**config.mk**
```make
export PLATFORM = sky130hd
export DESIGN_NAME = instr_fetch_flat
export DESIGN_NICKNAME = d
export VERILOG_FILES = /design/src/rtl/isa_pkg.sv /design/src/rtl/instr_fetch_if.sv /design/src/rtl/next_pc_sel.sv /design/src/rtl/instr_fetch.sv /design/src/flat_wrapper.sv
export SDC_FILE = /design/constraint.sdc
export NUM_CORES = 1
export LEC_CHECK = 0
export BUFFER_PORTS_ARGS = -buffer_cell sky130_fd_sc_hd__clkbuf_2
export CAP_MARGIN = 25
export CORE_UTILIZATION = 48
export DETAILED_ROUTE_END_ITERATION = 8
export PLACE_DENSITY_LB_ADDON = 0.1
export SYNTH_ARGS = -nofsm -noshare
export SYNTH_HDL_FRONTEND = slang
export SYNTH_SLANG_ARGS = --single-unit
```
**constraint.sdc**
```tcl
create_clock -name clk -period 2.2 [get_ports clk]
set_clock_uncertainty 0.05 [all_clocks]
set_input_delay 0.22 -clock clk [delete_from_list [all_inputs] [get_ports clk]]
set_output_delay 0.22 -clock clk [all_outputs]
set_load 0.05 [all_outputs]
```
**src/rtl/isa_pkg.sv**
```systemverilog
// ISA field positions, opcode values and fetch FSM encoding shared by the
// fetch stage and its next-PC selector.
package isa_pkg;

    localparam int OPC_MSB = 15;
    localparam int OPC_LSB = 11;
    localparam int JTGT_W  = 11;
    localparam int IMM_W   = 5;

    localparam logic [4:0] OP_ADD  = 5'b00000;
    localparam logic [4:0] OP_SUB  = 5'b00001;
    localparam logic [4:0] OP_J    = 5'b00010;
    localparam logic [4:0] OP_JAL  = 5'b00011;
    localparam logic [4:0] OP_LW   = 5'b00100;
    localparam logic [4:0] OP_SW   = 5'b00101;
    localparam logic [4:0] OP_BEQ  = 5'b00110;
    localparam logic [4:0] OP_ADDI = 5'b00111;
    localparam logic [4:0] OP_AND  = 5'b01000;
    localparam logic [4:0] OP_OR   = 5'b01001;
    localparam logic [4:0] OP_ANDI = 5'b01010;
    localparam logic [4:0] OP_XORI = 5'b01011;

    typedef enum logic {
        FETCH = 1'b0,
        HOLD  = 1'b1
    } fetch_state_t;

endpackage

```
**src/rtl/instr_fetch_if.sv**
```systemverilog
// Bus bundle between the fetch stage, instruction memory and decode/control.
// Handshakes: a memory transfer completes on a cycle with imem_req & imem_ready;
// a decode transfer completes on a cycle with instr_valid & instr_ready. Neither
// side may treat a lone ready as a transfer.
interface instr_fetch_if #(
    parameter int PC_W    = 16,
    parameter int INSTR_W = 16
);
    logic               imem_req;
    logic [PC_W-1:0]    imem_addr;
    logic               imem_ready;
    logic [INSTR_W-1:0] imem_rdata;
    logic               instr_valid;
    logic               instr_ready;
    logic [INSTR_W-1:0] instr;
    logic [4:0]         opcode;
    logic [PC_W-1:0]    pc_plus1;
    logic               jump;
    logic               branch;
    logic               alu_zero;

    modport master (
        output imem_req, imem_addr, instr_valid, instr, opcode, pc_plus1,
        input  imem_ready, imem_rdata, instr_ready, jump, branch, alu_zero
    );

    modport slave (
        input  imem_req, imem_addr, instr_valid, instr, opcode, pc_plus1,
        output imem_ready, imem_rdata, instr_ready, jump, branch, alu_zero
    );
endinterface

```
**src/rtl/next_pc_sel.sv**
```systemverilog
// Combinational next-PC choice: jump target, taken branch, or fall-through.
// Jump has priority over branch; all arithmetic wraps modulo 2^PC_W.
module next_pc_sel
    import isa_pkg::*;
#(
    parameter int PC_W = 16
) (
    input  logic [PC_W-1:0]   i_pc_plus1,
    input  logic [JTGT_W-1:0] i_instr_low,
    input  logic              i_jump,
    input  logic              i_branch,
    input  logic              i_alu_zero,
    output logic [PC_W-1:0]   o_next_pc
);
    logic [PC_W-1:0] w_jump_tgt;
    logic [PC_W-1:0] w_imm_sext;
    logic [PC_W-1:0] w_br_tgt;

    // Jump keeps the upper region bits of the return address.
    assign w_jump_tgt = {i_pc_plus1[PC_W-1:JTGT_W], i_instr_low};
    assign w_imm_sext = {{(PC_W-IMM_W){i_instr_low[IMM_W-1]}}, i_instr_low[IMM_W-1:0]};
    assign w_br_tgt   = i_pc_plus1 + w_imm_sext;

    always_comb begin
        o_next_pc = i_pc_plus1;
        if (i_jump) begin
            o_next_pc = w_jump_tgt;
        end else if (i_branch && i_alu_zero) begin
            o_next_pc = w_br_tgt;
        end
    end
endmodule

```
**src/rtl/instr_fetch.sv**
```systemverilog
// Fetch stage: fetches one instruction at pc, holds it for decode, and
// advances pc to the selected next address when decode consumes it.
module instr_fetch
    import isa_pkg::*;
#(
    parameter int              PC_W     = 16,
    parameter int              INSTR_W  = 16,
    parameter logic [PC_W-1:0] RESET_PC = '0
) (
    input  logic          clk,
    input  logic          reset,
    instr_fetch_if.master bus,
    output fetch_state_t  o_dbg_state
);
    fetch_state_t       r_state;
    fetch_state_t       w_next_state;
    logic [PC_W-1:0]    r_pc;
    logic [PC_W-1:0]    r_pc_plus1;
    logic [INSTR_W-1:0] r_instr;
    logic [PC_W-1:0]    w_next_pc;
    logic               w_imem_req;
    logic               w_instr_valid;
    logic               w_fetch_done;
    logic               w_hold_done;

    next_pc_sel #(.PC_W(PC_W)) u_next_pc_sel (
        .i_pc_plus1  (r_pc_plus1),
        .i_instr_low (r_instr[JTGT_W-1:0]),
        .i_jump      (bus.jump),
        .i_branch    (bus.branch),
        .i_alu_zero  (bus.alu_zero),
        .o_next_pc   (w_next_pc)
    );

    always_comb begin
        w_next_state  = r_state;
        w_imem_req    = 1'b0;
        w_instr_valid = 1'b0;
        w_fetch_done  = 1'b0;
        w_hold_done   = 1'b0;
        case (r_state)
            FETCH: begin
                w_imem_req   = 1'b1;
                w_fetch_done = bus.imem_ready;
                if (bus.imem_ready) begin
                    w_next_state = HOLD;
                end
            end
            HOLD: begin
                w_instr_valid = 1'b1;
                w_hold_done   = bus.instr_ready;
                if (bus.instr_ready) begin
                    w_next_state = FETCH;
                end
            end
            default: w_next_state = FETCH;
        endcase
    end

    always_ff @(posedge clk or posedge reset) begin
        if (reset) begin
            r_state    <= FETCH;
            r_pc       <= RESET_PC;
            r_pc_plus1 <= '0;
            r_instr    <= '0;
        end else begin
            r_state <= w_next_state;
            if (w_fetch_done) begin
                r_instr    <= bus.imem_rdata;
                r_pc_plus1 <= r_pc + 1'b1;
            end
            if (w_hold_done) begin
                r_pc <= w_next_pc;
            end
        end
    end

    // The request is masked during reset so memory never sees a fetch then.
    assign bus.imem_req    = w_imem_req & ~reset;
    assign bus.imem_addr   = r_pc;
    assign bus.instr_valid = w_instr_valid;
    assign bus.instr       = r_instr;
    assign bus.opcode      = r_instr[OPC_MSB:OPC_LSB];
    assign bus.pc_plus1    = r_pc_plus1;
    assign o_dbg_state     = r_state;
endmodule

```
**src/flat_wrapper.sv**
```systemverilog
// flat-port wrapper written by rule: the top's interface ports become plain ports
module instr_fetch_flat import isa_pkg::*;
#(
    parameter int              PC_W     = 16,
    parameter int              INSTR_W  = 16,
    parameter logic [PC_W-1:0] RESET_PC = '0
)
  (clk, reset, o_dbg_state, bus_imem_req, bus_imem_addr, bus_instr_valid, bus_instr, bus_opcode, bus_pc_plus1, bus_imem_ready, bus_imem_rdata, bus_instr_ready, bus_jump, bus_branch, bus_alu_zero);
  instr_fetch_if #(.PC_W(PC_W), .INSTR_W(INSTR_W)) bus_i ();
  input  logic clk;
  input  logic reset;
  output fetch_state_t o_dbg_state;
  output wire logic [$bits(bus_i.imem_req)-1:0] bus_imem_req;
  output wire logic [$bits(bus_i.imem_addr)-1:0] bus_imem_addr;
  output wire logic [$bits(bus_i.instr_valid)-1:0] bus_instr_valid;
  output wire logic [$bits(bus_i.instr)-1:0] bus_instr;
  output wire logic [$bits(bus_i.opcode)-1:0] bus_opcode;
  output wire logic [$bits(bus_i.pc_plus1)-1:0] bus_pc_plus1;
  input wire logic [$bits(bus_i.imem_ready)-1:0] bus_imem_ready;
  input wire logic [$bits(bus_i.imem_rdata)-1:0] bus_imem_rdata;
  input wire logic [$bits(bus_i.instr_ready)-1:0] bus_instr_ready;
  input wire logic [$bits(bus_i.jump)-1:0] bus_jump;
  input wire logic [$bits(bus_i.branch)-1:0] bus_branch;
  input wire logic [$bits(bus_i.alu_zero)-1:0] bus_alu_zero;
  assign bus_imem_req = bus_i.imem_req;
  assign bus_imem_addr = bus_i.imem_addr;
  assign bus_instr_valid = bus_i.instr_valid;
  assign bus_instr = bus_i.instr;
  assign bus_opcode = bus_i.opcode;
  assign bus_pc_plus1 = bus_i.pc_plus1;
  assign bus_i.imem_ready = bus_imem_ready;
  assign bus_i.imem_rdata = bus_imem_rdata;
  assign bus_i.instr_ready = bus_instr_ready;
  assign bus_i.jump = bus_jump;
  assign bus_i.branch = bus_branch;
  assign bus_i.alu_zero = bus_alu_zero;
  instr_fetch #(.PC_W(PC_W), .INSTR_W(INSTR_W), .RESET_PC(RESET_PC)) u_core (.clk(clk), .reset(reset), .bus(bus_i), .o_dbg_state(o_dbg_state));
endmodule
```
==> flow_metrics.py <==
metrics = {
    "global_routing": {
        "grt_max_degree": 33,
        "grt-ovfl-total": 0,
        "grt_pass1_vias": 2662,
        "grt_usage": 0.272,
        "antenna_found_initial": 0,
        "grt_pass1_wl_um": 13200,
    },
    "cells_and_area": {
        "synthToLayoutAreaGrowth_pct": 45.0,
        "fillCellCount": 432,
        "drive_gt1_frac": 0.482,
        "nets": 487,
        "diodes": 0,
        "layout_common_cells": "clkbuf_2, buf_4, nand2_1, dfrtp_1, o21ai_0",
        "final_cell_area_um2": 4280,
        "layout_commonest_cell": "clkbuf_2",
    },
    "detailed_routing": {
        "ant_nets": 0,
        "drt_iter0_drc": 152,
        "wl_um": 8700,
        "avgViaCountPerCell": 5.49,
        "first_pass_iters": 4,
        "wl_per_cell_um": 16.6,
        "vias": 2872,
        "drc": 0,
    },
    "synth": {
        "synth.distinct_cells": 38,
        "synth_top_area_share": 0.415,
        "synth.area.top_cells": "dfrtp_1, ha_1, mux2_2, o21ai_0, nand2_1",
        "synth_top_cell_by_area": "dfrtp_1",
        "syn_nets": 363,
        "synth_seq_cells": 49,
        "avgSynthCellArea_um2": 9.14,
        "synthCells": 323,
        "yosysWarnings": 0,
        "yosysSeqAreaShare": 0.415,
        "mappedNetlistArea_um2": 2950,
    },
    "worst_setup_path": {
        "worstReg2RegStart": "u_core.bus.instr[0]$_DFFE_PP0P_",
        "reg2reg_to": "u_core.bus.imem_addr[10]$_DFFE_PP0P_",
        "reg2reg_depth": 10,
        "ff2ff_setup_slack_ns": -0.33,
        "critPathRequiredTime_ns": 2.39,
        "worstSetupPathType": "reg -> reg",
        "crit_path_end_kind": "flop",
        "cp_max_fo": 2,
        "cp-start-kind": "flop",
        "critPathArrivalTime_ns": 2.72,
    },
    "power_and_ir_drop": {
        "powerDensity_nw_per_um2": 1630,
        "leakage_nw": 1.94,
        "ir_drop_mv": 0.840,
    },
    "worst_hold_path": {
        "whs_path_depth": 2,
        "min-delay-path-class": "in -> reg",
        "hp-start": "bus_instr_ready",
        "holdPathEnd": "u_core.o_dbg_state$_DFF_PP0_",
    },
    "die": {
        "dieArea_um2": 6470,
        "initial_core_util": 0.499,
        "die_y_um": 80.4,
        "die_w_um": 80.4,
        "rows": 28,
        "core_area_um2": 5920,
        "ios": 79,
    },
    "sta": {
        "timing.hold.ws_ns": 0.0512,
        "fin_crit_ns": 2.53,
        "setup_violations": 8,
        "fin_crit_sh": 1.15,
        "final_hold_viol_count": 0,
        "layout_setup_ws_ns": -0.334,
        "maxSlewViolCount": 0,
        "setup_tns_ns": -1.51,
        "worst_pin_slew_ns": 0.691,
        "grt_setup_unrepaired": "true",
        "fmax_mhz": 395,
        "max_slew_margin": 0.539,
    },
    "clock_tree": {
        "clkSlewWorstSetupHoldPaths_ns": 0.10,
        "clockBufferDepth": 2,
        "numCtsBuffers": 5,
        "clock_latency_ns": 0.32,
        "cts.sinks": 49,
        "cts_tree": "done",
        "htreeDepth": 2,
        "cts_root_buffer": "clkbuf_8",
    },
    "placed_design": {
        "placed_area_um2": 3820,
        "dpl.hpwl_um": 6100,
        "gp_congestion": 0.883,
        "numPortBuffers": 78,
    },
    "status": {
        "status": "finished, violations left",
        "violations": "negative setup slack",
    },
    "job": {
        "drv_cap": 0,
    },
}
==> how the worst max path moves through the flow <==
stage | slack (ns) | depth (start not counted) | endpoint | startpoint
2_1_floorplan | -0.27 | 9 | u_core.bus.imem_addr[14]$_DFFE_PP0P_ | u_core.bus.instr[0]$_DFFE_PP0P_
3_3_place_gp | -0.21 | 9 | u_core.bus.imem_addr[14]$_DFFE_PP0P_ | u_core.bus.instr[0]$_DFFE_PP0P_
3_5_place_dp | -0.25 | 9 | u_core.bus.imem_addr[14]$_DFFE_PP0P_ | u_core.bus.instr[0]$_DFFE_PP0P_
4_1_cts | -0.16 | 9 | u_core.bus.imem_addr[15]$_DFFE_PP0P_ | u_core.bus.instr[4]$_DFFE_PP0P_
5_1_grt | -0.44 | 10 | u_core.bus.imem_addr[12]$_DFFE_PP0P_ | u_core.bus.instr[0]$_DFFE_PP0P_
6_report | -0.33 | 10 | u_core.bus.imem_addr[10]$_DFFE_PP0P_ | u_core.bus.instr[0]$_DFFE_PP0P_
==> synthesized netlist by cell type, drive strengths merged <==
library cell  instances
a2111o                1
a2111oi               1
a211oi                1
a21oi                25
a221o                 1
a221oi                2
a31oi                 4
a32oi                 1
and2                  1
and3                  3
buf                   7
clkbuf               10
clkinv                1
dfrtp                49
fa                    1
ha                   16
inv                   8
mux2                 17
mux2i                 3
nand2                49
nand2b                1
nand3                17
nand4                 2
nor2                 22
o2111ai               1
o211a                 1
o211ai                1
o21a                  2
o21ai                37
o22ai                 2
o311ai                1
o31ai                 2
or3                   5
xnor2                12
xor2                 16
==> through the flow <==
step                std cells  total power [mW]   util  setup WS [ns]
floorplan                 323              4.37      -         -0.269
global placement          507              5.58  0.646         -0.209
detailed placement        507              5.63  0.646         -0.249
CTS                       522              6.55  0.698         -0.163
global route              523              7.37  0.723         -0.438
finish                    523              6.99  0.723         -0.334
==> layer usage <==
metal	wire length, um	global-route usage
met1	4070	0.398
met2	3980	0.410
met3	510	0.0420
met4	134	0.0821
met5	0	0
==> report_power, final <==
part	internal (mW)	total, mW	switching [mW]
clock	0.227	0.577	0.350
combinational	1.86	4.75	2.89
sequential	1.23	1.66	0.429
total	3.32	6.99	3.67
==> repair_timing <==
| item | in CTS | in global routing |
|---|---|---|
| gates resized for setup | 23 | 29 |
| hold endpoints to repair | 30 | 0 |
| hold buffers | 1 | 0 |
| endpoints found under the setup margin | 10 | 12 |
| buffers inserted | 6 | 2 |
| pin swaps | 13 | 24 |
==> registers in the layout, summed over array words and instances (netlist names) <==
signal and count:
u_core.bus.imem_addr 16, u_core.bus.instr 16, u_core.o_dbg_state 1, u_core.bus.pc_plus1 16
==> layout make-up <==
type / count / area, um^2 / area share
Clock buffer: 5 / 68.8 / 0.0161
Multi-Input combinational cell: 248 / 1970 / 0.460
Clock inverter: 3 / 21.3 / 0.00497
Sequential cell: 49 / 1250 / 0.291
Inverter: 9 / 33.8 / 0.00789
Timing Repair Buffer: 134 / 850 / 0.198
Tap cell: 75 / 93.8 / 0.0219
==> cell families after synthesis <==
logic type,Yosys count,share of synthesized area
flops,49,0.415
buf+inv,26,0.0407
simple gates,100,0.145
xor+xnor,28,0.0831
mux,20,0.0750
fa+ha+maj,17,0.0746
compound gates,83,0.167
==> critical path: stages, from the launching register on <==
cell,delay [ns]
dfrtp_2,0.44
ha_4,0.17
fa_2,0.35
a21oi_2,0.15
nor2_1,0.09
o31ai_2,0.34
a32oi_1,0.19
buf_4,0.18
buf_4,0.14
xnor2_2,0.13
a221oi_2,0.22
(Power assumes the default switching activity.)
